<file path="config.mk">
export PLATFORM = sky130hd
export DESIGN_NAME = signed_result_stage
export DESIGN_NICKNAME = d
export VERILOG_FILES = /design/src/rtl/signed_result_stage.sv
export SDC_FILE = /design/constraint.sdc
export NUM_CORES = 1
export LEC_CHECK = 0
export CAP_MARGIN = 30
export CORE_ASPECT_RATIO = 1.1
export CORE_MARGIN = 1.5
export CORE_UTILIZATION = 45
export CTS_CLUSTER_DIAMETER = 40
export CTS_CLUSTER_SIZE = 12
export DETAILED_ROUTE_END_ITERATION = 12
export HOLD_SLACK_MARGIN = 0.03
export PLACE_DENSITY = 0.84
export SYNTH_ARGS = -nofsm -noshare
export SYNTH_HDL_FRONTEND = slang
export SYNTH_SLANG_ARGS = --single-unit
</file>
<file path="constraint.sdc">
create_clock -name clk -period 2.04 [get_ports clk]
set_input_delay 0.51 -clock clk [delete_from_list [all_inputs] [get_ports clk]]
set_output_delay 0.51 -clock clk [all_outputs]
set_load 0.03 [all_outputs]
</file>
<file path="src/rtl/signed_result_stage.sv">
// Output stage behind signed_adder: wraps or saturates the SIZE+1-bit sum to SIZE bits,
// derives flags, buffers results in a 2-entry FIFO and counts overflow events.
module signed_result_stage #(
    parameter int SIZE = 8
) (
    input  logic            clk,
    input  logic            rst,
    input  logic            in_valid,
    output logic            in_ready,
    input  logic [SIZE:0]   in_result,
    input  logic            in_overflow,
    input  logic            sat_en,
    output logic            out_valid,
    input  logic            out_ready,
    output logic [SIZE-1:0] out_data,
    output logic            out_zero,
    output logic            out_negative,
    output logic            out_overflow,
    output logic            out_saturated,
    input  logic            clr_count,
    output logic [7:0]      ovf_count
);

    typedef struct packed {
        logic [SIZE-1:0] data;
        logic            zero;
        logic            negative;
        logic            overflow;
        logic            saturated;
    } entry_t;

    localparam logic [SIZE-1:0] MAX_POS = {1'b0, {(SIZE-1){1'b1}}};
    localparam logic [SIZE-1:0] MIN_NEG = {1'b1, {(SIZE-1){1'b0}}};

    // head_reg drives the output ports directly, so they hold their value when empty
    entry_t     head_reg, head_next;
    entry_t     tail_reg, tail_next;
    entry_t     in_entry;
    logic [1:0] count_reg, count_next;
    logic [7:0] ovf_count_reg, ovf_count_next;
    logic       push;
    logic       pop;

    assign in_ready  = !rst && (count_reg < 2'd2);
    assign out_valid = (count_reg != 2'd0);
    assign push      = in_valid && in_ready;
    assign pop       = out_valid && out_ready;

    always_comb begin
        in_entry = '0;
        if (sat_en && in_overflow) begin
            in_entry.data      = in_result[SIZE] ? MIN_NEG : MAX_POS;
            in_entry.saturated = 1'b1;
        end else begin
            in_entry.data      = in_result[SIZE-1:0];
            in_entry.saturated = 1'b0;
        end
        in_entry.zero     = (in_entry.data == '0);
        in_entry.negative = in_entry.data[SIZE-1];
        in_entry.overflow = in_overflow;
    end

    always_comb begin
        head_next  = head_reg;
        tail_next  = tail_reg;
        count_next = count_reg;
        case (count_reg)
            2'd0: begin
                if (push) begin
                    head_next  = in_entry;
                    count_next = 2'd1;
                end
            end
            2'd1: begin
                if (push && pop) begin
                    head_next = in_entry;
                end else if (push) begin
                    tail_next  = in_entry;
                    count_next = 2'd2;
                end else if (pop) begin
                    count_next = 2'd0;
                end
            end
            2'd2: begin
                // in_ready is low when full, so only a pop can happen here
                if (pop) begin
                    head_next  = tail_reg;
                    count_next = 2'd1;
                end
            end
            default: count_next = 2'd0;
        endcase
    end

    always_comb begin
        ovf_count_next = ovf_count_reg;
        if (clr_count) begin
            ovf_count_next = 8'd0;
        end else if (push && in_overflow && (ovf_count_reg != 8'hFF)) begin
            ovf_count_next = ovf_count_reg + 8'd1;
        end
    end

    always_ff @(posedge clk) begin
        if (rst) begin
            head_reg      <= '0;
            tail_reg      <= '0;
            count_reg     <= 2'd0;
            ovf_count_reg <= 8'd0;
        end else begin
            head_reg      <= head_next;
            tail_reg      <= tail_next;
            count_reg     <= count_next;
            ovf_count_reg <= ovf_count_next;
        end
    end

    assign out_data      = head_reg.data;
    assign out_zero      = head_reg.zero;
    assign out_negative  = head_reg.negative;
    assign out_overflow  = head_reg.overflow;
    assign out_saturated = head_reg.saturated;
    assign ovf_count     = ovf_count_reg;

endmodule

</file>
==> reports/metrics.cfg <==
[detailed_routing]
drtIter0Drc=40
vias_per_cell=5.482
drc=0
drt_wl_total_mm=3.411
wl_per_cell_um=13.27
drt_first_pass_iters=4
via_count=1409
drtAntennaViolNets=0

[worst_setup_path]
critPathSlowestCell=clkdlybuf4s50_1
start_kind=input pin
critPathArrivalTime_ns=1.49
worstPathMaxFanout=14
cp.required_ns=1.53
cpPeakStageDelay_ns=0.54
end_kind=output port
crit_path_frequent_cell=buf_4
path_buf_inv=3
cp_top_family=buffers and inverters
crit_type=in2out
crit_chain=clkdlybuf4s50_1 -> buf_4 -> nor2_1 -> buf_4

[global_routing]
grt.overflow.total=0
track_usage_pct=20.03
grt_pass1_vias=1298
antenna_found_initial=0
grt_pass1_wl_mm=5.871
grt_max_degree=22

[floorplan]
io_pins=38
start_util_pct=46.78
die_area_um2=3795
row_count=22
die_y_um=64.46
core_um2=3303
die_width_um=58.87

[layout]
ff_latch_area_um2=640.6
layout.nets=237
nFillCells=304
largest_reg_flops=11
syn_to_final_growth_pct=30.45
finalNonFillerCells=257
drive_above_1_share_pct=9.955
diodes=0
multiInputGateArea_um2=832.0
final_core_util_pct=61.02

[yosys]
yosys.area_share.simple_pct=26.64
synthArstFlopShare_pct=0
synthXorXnorAreaFrac_pct=1.134
seq_area_frac_synth_pct=41.46
synthFlopType=dfxtp_1
ys_top_cells_by_count=dfxtp_1, nor2_1, nand2_1, a21oi_1, nand2b_1
netlist.area_leader.share_pct=41.46
synth_compound_area_share_pct=21.70
synth_top_family_by_area=simple AND/OR/NAND/NOR gates
synthTopCellsByArea=dfxtp_1, nor2_1, a21oi_1
syn_nets=199
yosysTopAreaCell=dfxtp_1
yosysMostFrequentCell=dfxtp_1
synth_cells=182
yosysWarnings=0
syn_area_um2=1545
ys_ff_latch=32
synth_edf_count=0
synthMuxAreaShare_pct=3.239
synthAdderAreaFrac_pct=0.8097
syn_avg_cell_area_um2=8.490
yosysUniqueCellTypes=42

[sta]
worst_slack_ns=0.04473
slew_headroom_pct=78.40
rsz0062_at_grt=no
hold_viol_final=0
clock_skew_ns=0.008048
tns_ns=0
slew_viol_final=0
period_share_pct=97.81
period_needed_ns=1.995
max_freq_ghz=0.5012
whs_ns=0.4808
setup_viol=0
max_slew.worst_pin.slew_ns=0.3200

[clock_tree]
hold_buffers=0
cts_buffer_depth=2
clock-root-buffer=clkbuf_4
clk_pin_slew_worst_paths_ns=0.09
cts_tree=done
insertion_delay_ns=0.32
cts_max_level=2
cts_setup_buffers=0
cts-buffers-inserted=5
clock_sinks=32

[pwr]
vdd_ir_drop_max_mv=0.4995
power_leakage_nw=0.6979
power_density_nw_per_um2=635.3

[outcome]
outcome=finished clean

[place]
pre_cts_ws_ns=-0.1222
port_buffers=37
place.gp.congestion=0.8683
post-dp-hpwl_mm=2.482
dp.cells=249

[hold_path]
min_path_type=reg2reg

[flow_run]
drv_cap=0

[power by group]
group	leakage [nW]	internal, W	total [W]	switching [W]
combinational	0.406	0.000114	0.000241	0.000126
sequential	0.260	0.000649	0.000664	0.0000154
clock	0.0315	0.000169	0.000376	0.000207
[placed cells by master (no fill, tap or decap), types with 3 or more instances in the layout]
master / n
clkdlybuf4s50_1: 35
dfxtp_1: 32
nor2_1: 24
nand2_1: 17
a21oi_1: 14
nand2b_1: 10
a211oi_1: 9
o21a_1: 9
o22ai_1: 8
buf_4: 7
mux2i_1: 5
nand3_1: 5
clkbuf_4: 5
nand4_1: 3
[layout make-up]
class | count | share of cell area, %
Clock buffer | 7 | 2.731
Clock inverter | 1 | 0.3724
Inverter | 1 | 0.1862
Multi-Input combinational cell | 136 | 41.28
Sequential cell | 32 | 31.78
Tap cell | 36 | 2.235
Timing Repair Buffer | 44 | 21.42
[repair_timing]
item / CTS / global route
endpoints found under the setup margin: 1 / 2
gates resized for setup: 1 / 1
pin swaps: 0 / 0
[metrics by stage]
step	total power, W	instance area (um^2)
final	0.001280	2016
after global routing	0.001343	2016
after floorplan	0.0008192	1545
after CTS	0.001292	2011
after global placement	0.0009171	1949
after detailed placement	0.0009195	1949
[kinds of logic (layout without fill, tap and decap cells)]
group / after synthesis / after routing
simple gates: 78 / 78
compound gates: 50 / 50
flops: 32 / 32
buf+inv: 14 / 53
mux: 5 / 5
xor+xnor: 2 / 2
fa+ha+maj: 1 / 1
[worst min-delay path: cells and delay by family (launching register included)]
kind | cells | cell delay [ns]
and+or+nand+nor | 1 | 0.06
AOI/OAI and AO/OA | 1 | 0.05
DFF | 1 | 0.32
[metal layers]
layer,share of wire (%),wire length (um),GRT usage [%],vias up
li1,-,-,-,737
met1,47,1607,26.75,636
met2,48,1634,30.83,29
met3,3.4,115,4.591,7
met4,1.6,53,8.239,0
met5,0,0,0,-
[worst paths after layout]
kind / startpoint / to / slack (ns) / cells after the start
worst max-delay path: rst / in_ready / 0.04 / 4
worst min-delay path: tail_reg[0]$_SDFFE_PP0P_ / tail_reg[0]$_SDFFE_PP0P_ / 0.48 / 2
worst min register to register: tail_reg[0]$_SDFFE_PP0P_ / tail_reg[0]$_SDFFE_PP0P_ / 0.48 / 2
worst max register to register: count_reg[1]$_SDFFE_PP0P_ / out_data[1]$_SDFFE_PP0P_ / 0.43 / 5
Note: power is estimated with default switching activity, not from simulation.
